`config.mk`:
```
export PLATFORM = sky130hd
export DESIGN_NAME = shift_operand_decoder_flat
export DESIGN_NICKNAME = d
export VERILOG_FILES = /design/src/rtl/shift_operand_decoder_if.sv /design/src/rtl/shift_operand_decoder.sv /design/src/flat_wrapper.sv
export SDC_FILE = /design/constraint.sdc
export NUM_CORES = 1
export LEC_CHECK = 0
export ABC_AREA = 0
export CORE_ASPECT_RATIO = 1.5
export CORE_MARGIN = 5
export CORE_UTILIZATION = 40
export CTS_CLUSTER_DIAMETER = 120
export DETAILED_ROUTE_END_ITERATION = 16
export GPL_TIMING_DRIVEN = 0
export PLACE_DENSITY = 0.73
export SETUP_SLACK_MARGIN = 0.02
export SLEW_MARGIN = 20
export SYNTH_ARGS = -nofsm -noshare
export SYNTH_HDL_FRONTEND = slang
export SYNTH_SLANG_ARGS = --single-unit
```
`constraint.sdc`:
```
create_clock -name clk -period 4.4 [get_ports clk]
set_clock_uncertainty 0.15 [all_clocks]
set_input_delay 0.88 -clock clk [delete_from_list [all_inputs] [get_ports clk]]
set_output_delay 0.88 -clock clk [all_outputs]
set_load 0.005 [all_outputs]
```
`src/rtl/shift_operand_decoder_if.sv`:
```
// Operand2 decoder bus: request, register-file read, shifter and result.
// slave = decoder side, master = environment side.
interface shift_operand_decoder_if;
    logic        in_valid;
    logic        in_ready;
    logic        in_i_bit;
    logic [11:0] in_op2;
    logic        in_carry;
    logic [3:0]  rf_ra_idx;
    logic [3:0]  rf_rb_idx;
    logic [31:0] rf_ra_data;
    logic [31:0] rf_rb_data;
    logic [31:0] sh_data;
    logic [7:0]  sh_num;
    logic [2:0]  sh_op;
    logic        sh_carry_flag;
    logic [31:0] sh_out;
    logic        sh_carry;
    logic        out_valid;
    logic        out_ready;
    logic [31:0] out_data;
    logic        out_carry;
    logic        out_err;

    modport slave (
        input  in_valid, in_i_bit, in_op2, in_carry,
        input  rf_ra_data, rf_rb_data,
        input  sh_out, sh_carry,
        input  out_ready,
        output in_ready,
        output rf_ra_idx, rf_rb_idx,
        output sh_data, sh_num, sh_op, sh_carry_flag,
        output out_valid, out_data, out_carry, out_err
    );

    modport master (
        output in_valid, in_i_bit, in_op2, in_carry,
        output rf_ra_data, rf_rb_data,
        output sh_out, sh_carry,
        output out_ready,
        input  in_ready,
        input  rf_ra_idx, rf_rb_idx,
        input  sh_data, sh_num, sh_op, sh_carry_flag,
        input  out_valid, out_data, out_carry, out_err
    );
endinterface

```
`src/rtl/shift_operand_decoder.sv`:
```
// ARM operand2 decoder driving an external barrel shifter.
// Optional macro OP2_ILLEGAL_CHK_EN flags I=0, op2[4]=1, op2[7]=1 encodings.
module shift_operand_decoder #(
    parameter int unsigned SHIFT_LAT = 1
) (
    input  logic                   clk,
    input  logic                   rst_n,
    shift_operand_decoder_if.slave bus
);

    typedef enum logic [2:0] {
        IDLE,
        READ,
        ISSUE,
        WAIT,
        DONE
    } state_t;

    state_t      state;
    state_t      state_nx;

    logic        i_q;
    logic        c_q;
    logic [11:0] op2_q;
    logic [31:0] rm_q;
    logic [7:0]  rs_q;
    logic [3:0]  cnt;

    logic [31:0] sh_data_q;
    logic [7:0]  sh_num_q;
    logic [2:0]  sh_op_q;
    logic        sh_cf_q;

    logic [31:0] out_data_q;
    logic        out_carry_q;
    logic        out_err_q;

    logic [31:0] dec_data;
    logic [7:0]  dec_num;
    logic [2:0]  dec_op;
    logic        illegal;
    logic        cnt_last;
    logic        no_shift;

`ifdef OP2_ILLEGAL_CHK_EN
    assign illegal = ~i_q & op2_q[4] & op2_q[7];
`else
    assign illegal = 1'b0;
`endif

    assign cnt_last = (cnt == 4'd1);

    // Shifter carry is undefined for a zero register-form amount.
    assign no_shift = sh_op_q[0] && (sh_num_q == 8'd0);

    // Operand2 decode from the latched request and register values.
    always_comb begin
        dec_data = rm_q;
        dec_num  = 8'd0;
        dec_op   = 3'b010;
        if (i_q) begin
            dec_data = {24'd0, op2_q[7:0]};
            dec_num  = {3'd0, op2_q[11:8], 1'b0};
            dec_op   = 3'b111;
        end else if (!op2_q[4]) begin
            dec_data = rm_q;
            dec_num  = {3'd0, op2_q[11:7]};
            dec_op   = {op2_q[6:5], 1'b0};
        end else begin
            dec_data = rm_q;
            dec_num  = rs_q;
            dec_op   = {op2_q[6:5], 1'b1};
        end
    end

    // State register.
    always_ff @(posedge clk or negedge rst_n) begin
        if (!rst_n) begin
            state <= IDLE;
        end else begin
            state <= state_nx;
        end
    end

    // Next-state logic.
    always_comb begin
        state_nx = state;
        unique case (state)
            IDLE: begin
                if (bus.in_valid) begin
                    state_nx = READ;
                end
            end
            READ: begin
                state_nx = illegal ? DONE : ISSUE;
            end
            ISSUE: begin
                state_nx = WAIT;
            end
            WAIT: begin
                if (cnt_last) begin
                    state_nx = DONE;
                end
            end
            DONE: begin
                if (bus.out_ready) begin
                    state_nx = IDLE;
                end
            end
            default: begin
                state_nx = IDLE;
            end
        endcase
    end

    // Request and register-file operand latches.
    always_ff @(posedge clk or negedge rst_n) begin
        if (!rst_n) begin
            i_q   <= 1'b0;
            c_q   <= 1'b0;
            op2_q <= 12'd0;
            rm_q  <= 32'd0;
            rs_q  <= 8'd0;
        end else if (state == IDLE && bus.in_valid) begin
            i_q   <= bus.in_i_bit;
            c_q   <= bus.in_carry;
            op2_q <= bus.in_op2;
        end else if (state == READ) begin
            rm_q <= bus.rf_ra_data;
            rs_q <= bus.rf_rb_data[7:0];
        end
    end

    // Shifter command registers and latency counter.
    always_ff @(posedge clk or negedge rst_n) begin
        if (!rst_n) begin
            sh_data_q <= 32'd0;
            sh_num_q  <= 8'd0;
            sh_op_q   <= 3'b010;
            sh_cf_q   <= 1'b0;
            cnt       <= 4'd0;
        end else if (state == ISSUE) begin
            sh_data_q <= dec_data;
            sh_num_q  <= dec_num;
            sh_op_q   <= dec_op;
            sh_cf_q   <= c_q;
            cnt       <= 4'(SHIFT_LAT);
        end else if (state == WAIT) begin
            cnt <= cnt - 4'd1;
        end
    end

    // Result capture, held through DONE until the consumer accepts.
    always_ff @(posedge clk or negedge rst_n) begin
        if (!rst_n) begin
            out_data_q  <= 32'd0;
            out_carry_q <= 1'b0;
            out_err_q   <= 1'b0;
        end else if (state == WAIT && cnt_last) begin
            out_data_q  <= bus.sh_out;
            out_carry_q <= no_shift ? c_q : bus.sh_carry;
            out_err_q   <= 1'b0;
        end else if (state == READ && illegal) begin
            out_data_q  <= 32'd0;
            out_carry_q <= c_q;
            out_err_q   <= 1'b1;
        end else if (state == DONE && bus.out_ready) begin
            out_err_q <= 1'b0;
        end
    end

    assign bus.in_ready      = (state == IDLE);
    assign bus.rf_ra_idx     = op2_q[3:0];
    assign bus.rf_rb_idx     = op2_q[11:8];
    assign bus.sh_data       = sh_data_q;
    assign bus.sh_num        = sh_num_q;
    assign bus.sh_op         = sh_op_q;
    assign bus.sh_carry_flag = sh_cf_q;
    assign bus.out_valid     = (state == DONE);
    assign bus.out_data      = out_data_q;
    assign bus.out_carry     = out_carry_q;
    assign bus.out_err       = out_err_q;

endmodule

```
`src/flat_wrapper.sv`:
```
// flat-port wrapper written by rule: the top's interface ports become plain ports
module shift_operand_decoder_flat 
#(
    parameter int unsigned SHIFT_LAT = 1
)
  (clk, rst_n, bus_in_valid, bus_in_i_bit, bus_in_op2, bus_in_carry, bus_rf_ra_data, bus_rf_rb_data, bus_sh_out, bus_sh_carry, bus_out_ready, bus_in_ready, bus_rf_ra_idx, bus_rf_rb_idx, bus_sh_data, bus_sh_num, bus_sh_op, bus_sh_carry_flag, bus_out_valid, bus_out_data, bus_out_carry, bus_out_err);
  shift_operand_decoder_if bus_i ();
  input  logic clk;
  input  logic rst_n;
  input wire logic [$bits(bus_i.in_valid)-1:0] bus_in_valid;
  input wire logic [$bits(bus_i.in_i_bit)-1:0] bus_in_i_bit;
  input wire logic [$bits(bus_i.in_op2)-1:0] bus_in_op2;
  input wire logic [$bits(bus_i.in_carry)-1:0] bus_in_carry;
  input wire logic [$bits(bus_i.rf_ra_data)-1:0] bus_rf_ra_data;
  input wire logic [$bits(bus_i.rf_rb_data)-1:0] bus_rf_rb_data;
  input wire logic [$bits(bus_i.sh_out)-1:0] bus_sh_out;
  input wire logic [$bits(bus_i.sh_carry)-1:0] bus_sh_carry;
  input wire logic [$bits(bus_i.out_ready)-1:0] bus_out_ready;
  output wire logic [$bits(bus_i.in_ready)-1:0] bus_in_ready;
  output wire logic [$bits(bus_i.rf_ra_idx)-1:0] bus_rf_ra_idx;
  output wire logic [$bits(bus_i.rf_rb_idx)-1:0] bus_rf_rb_idx;
  output wire logic [$bits(bus_i.sh_data)-1:0] bus_sh_data;
  output wire logic [$bits(bus_i.sh_num)-1:0] bus_sh_num;
  output wire logic [$bits(bus_i.sh_op)-1:0] bus_sh_op;
  output wire logic [$bits(bus_i.sh_carry_flag)-1:0] bus_sh_carry_flag;
  output wire logic [$bits(bus_i.out_valid)-1:0] bus_out_valid;
  output wire logic [$bits(bus_i.out_data)-1:0] bus_out_data;
  output wire logic [$bits(bus_i.out_carry)-1:0] bus_out_carry;
  output wire logic [$bits(bus_i.out_err)-1:0] bus_out_err;
  assign bus_i.in_valid = bus_in_valid;
  assign bus_i.in_i_bit = bus_in_i_bit;
  assign bus_i.in_op2 = bus_in_op2;
  assign bus_i.in_carry = bus_in_carry;
  assign bus_i.rf_ra_data = bus_rf_ra_data;
  assign bus_i.rf_rb_data = bus_rf_rb_data;
  assign bus_i.sh_out = bus_sh_out;
  assign bus_i.sh_carry = bus_sh_carry;
  assign bus_i.out_ready = bus_out_ready;
  assign bus_in_ready = bus_i.in_ready;
  assign bus_rf_ra_idx = bus_i.rf_ra_idx;
  assign bus_rf_rb_idx = bus_i.rf_rb_idx;
  assign bus_sh_data = bus_i.sh_data;
  assign bus_sh_num = bus_i.sh_num;
  assign bus_sh_op = bus_i.sh_op;
  assign bus_sh_carry_flag = bus_i.sh_carry_flag;
  assign bus_out_valid = bus_i.out_valid;
  assign bus_out_data = bus_i.out_data;
  assign bus_out_carry = bus_i.out_carry;
  assign bus_out_err = bus_i.out_err;
  shift_operand_decoder #(.SHIFT_LAT(SHIFT_LAT)) u_core (.clk(clk), .rst_n(rst_n), .bus(bus_i));
endmodule
```
==> results.json <==
{
  "cts.clk_slew.worst_paths_ns": 0.06,
  "die_area_sq_um": 16500,
  "finalCritPeriodShare_pct": 63.8,
  "overflow": 0,
  "grt_usage_pct": 17.5,
  "met3_usage_pct": 4.15,
  "cts_max_level": 4,
  "gr-usage-met2_pct": 31.8,
  "status": "completed",
  "coreArea_sq_um": 13900,
  "rsz0062_at_grt": "false",
  "cts-buffers-inserted": 17,
  "syn-instance-count": 436,
  "reg2reg_to": "u_core.bus.out_data[4]",
  "cp.arrival_ns": 1.78,
  "antenna_found_initial": 0,
  "worst_pin_slew_ns": 0.671,
  "slew_headroom_pct": 55.3,
  "synth_area_sq_um": 5610,
  "rows": 53,
  "die_x_microns": 107,
  "p_leak_nw": 3.54,
  "start_util_pct": 40.3,
  "nFillCells": 1128,
  "met1_usage_pct": 19.7,
  "ctsRootBufferMaster": "clkbuf_16",
  "clk_latency_ns": 0.41,
  "hold_buffers": 0,
  "synthTopCellsByArea": "dfrtp_1 61%, mux2_2 16%, o21ai_0 4.0%, nand2_1 3.3%, nand2b_1 2.9%",
  "routed_wl_mm": 14.0,
  "worst_setup_path_start_kind": "register",
  "r2r_slack_ns": 2.18,
  "cts_tree": "built",
  "vias": 3996,
  "post_drt_wl_per_cell_microns": 17.3,
  "cts.path.max_buffers": 2,
  "setup_viol": 0,
  "synth_largest_area_cell": "dfrtp_1",
  "synth_cell_types": 36,
  "r2r_start": "u_core.cnt[1]",
  "cp.required_ns": 3.37,
  "viasPerCell": 4.93,
  "hpwl_mm": 10.6,
  "area_growth_pct": 47.6,
  "fin_crit_ns": 2.81,
  "cellPowerDensity_nw_per_um2": 756,
  "multi_input_area_sq_um": 1920,
  "grt_start_max_net_pins": 72,
  "grt_first_pass_wirelength_mm": 22.6,
  "diodes": 0,
  "syn_area_per_cell_sq_um": 12.9,
  "die_h_microns": 155,
  "synth_top_area_share_pct": 61.1,
  "cts_sinks": 138,
  "yosysSeqAreaShare_pct": 61.6,
  "post_cts_buffers": 0,
  "synth_nets": 553,
  "ff2ff_path_depth": 7,
  "drive_gt1_share_pct": 22.0,
  "ant_nets": 0,
  "hold_viol": 0,
  "cp-end-kind": "output pin",
  "cp_max_fo": 10,
  "num_io_pins": 203,
  "grt_pass1_vias": 4386,
  "dp_worst_setup_slack_ns": 1.69,
  "layout.nets": 750,
  "slew_violations": 0,
  "synth_seq_cells": 138,
  "drtPass1Iterations": 4,
  "drt_iter0_markers": 72,
  "top_usage_layer": "met2",
  "io_buffer_count": 177,
  "cts_resized": 0,
  "register_area_sq_um": 3450,
  "cap_violations": 0,
  "fmax_ghz": 0.356,
  "ys.warnings.count": 0,
  "gp_congestion": 0.739,
  "worst_slack_ns": 1.59,
  "ir_worst_vdd_mv": 0.331,
  "fin_setup_tns_ns": 0,
  "min_path_type": "in -> async",
  "path_class": "reg -> out",
  "drcViolationCount": 0
}
-- layout make-up --
class / count / share of cell area, %
flip-flops and latches: 138 / 41.7
repair buffers: 178 / 21.8
well taps: 165 / 2.49
clock inverters: 13 / 2.60
plain buffers: 36 / 2.60
inverters: 5 / 0.227
multi-input cells: 257 / 23.2
clock buffers: 19 / 5.35
-- cells by family after synthesis --
kind of cell / count (synthesis) / synth area share, %
AOI/OAI and AO/OA: 56 / 5.28
DFF: 138 / 61.6
muxes: 100 / 19.7
adders and majority gates: 2 / 0.446
buffers and inverters: 41 / 4.17
other: 1 / 0.0668
and+or+nand+nor: 98 / 8.74
-- stage by stage --
stage                     instances  cell area (sq um)  hold WS, ns  util, %  power, mW
after floorplan                 436               5610        0.302        -       3.51
after global placement          778               7590        0.301     54.5       4.65
after detailed placement        779               7620        0.306     54.7       4.77
after CTS                       811               8280        0.288     59.5       6.37
after global routing            811               8280        0.317     59.5       6.68
final                           811               8280        0.269     59.5       6.26
-- sequential cells by signal (all words and copies together), names as in the netlist --
name	flops
u_core.state	3
u_core.bus.sh_data	32
u_core.bus.out_data	32
u_core.bus.sh_op	3
u_core.bus.sh_num	8
u_core.rs_q	8
u_core.bus.out_carry	1
u_core.cnt	4
u_core.rm_q	32
u_core.i_q	1
u_core.c_q	1
u_core.op2_q	12
u_core.bus.sh_carry_flag	1
-- cell usage after synthesis, drive strengths merged --
cell type,number
dfrtp,137
mux2,85
nand2,49
o21ai,48
nand2b,26
buf,24
mux2i,15
clkbuf,12
inv,5
nor2,4
nor3,4
o31ai,3
a31oi,2
and2,2
and3,2
ha,2
nor2b,2
nor3b,2
a21o,1
a21oi,1
a22o,1
conb,1
dfstp,1
nand3,1
nand3b,1
or2,1
or3,1
or3b,1
or4,1
or4b,1
-- layout by cell type (no fill, tap or decap), types with 3 or more instances in the layout --
cell type          n
nor3_1             3
o21ai_0           45
mux2i_1           15
clkbuf_16         17
nor2_1             4
o21ai_1            3
buf_6              3
clkdlybuf4s50_1  176
clkinv_4           3
o31ai_1            3
dfrtp_1          137
bufinv_16          5
mux2_2            82
nand2b_1          26
mux2_1             3
clkbuf_1          13
nand2_1           49
buf_2              7
inv_1              5
inv_6              3
buf_4             13
-- how the worst max path moves through the flow --
stage / slack [ns] / end / start
after floorplan: 2.46 / u_core.bus.out_data[10] / u_core.cnt[1]
after global placement: -2.99 / u_core.op2_q[0] / rst_n
after detailed placement: 1.69 / u_core.op2_q[8] / bus_in_valid
after CTS: 1.57 / bus_out_valid / u_core.state[1]
after global routing: 1.52 / bus_out_valid / u_core.state[1]
final: 1.59 / bus_out_valid / u_core.state[1]
-- layer usage --
layer	vias to the layer above	wire, microns
met5	-	0
met4	0	237
met3	14	769
met2	136	7570
met1	1973	5470
li1	1873	-
-- worst max-delay path: stages (launching register included) --
cell	delay (ns)
dfrtp_1	0.37
buf_2	0.18
nor2_1	0.14
and2_1	0.16
clkdlybuf4s50_1	0.52
-- power breakdown --
group / internal, mW / leakage [nW] / switching, mW / total (mW)
combinational: 1.48 / 1.56 / 0.954 / 2.44
sequential: 1.90 / 1.66 / 0.358 / 2.26
clock: 1.03 / 0.319 / 0.542 / 1.57
total: 4.41 / 3.54 / 1.85 / 6.26
Power figures use the tool's default switching activity.
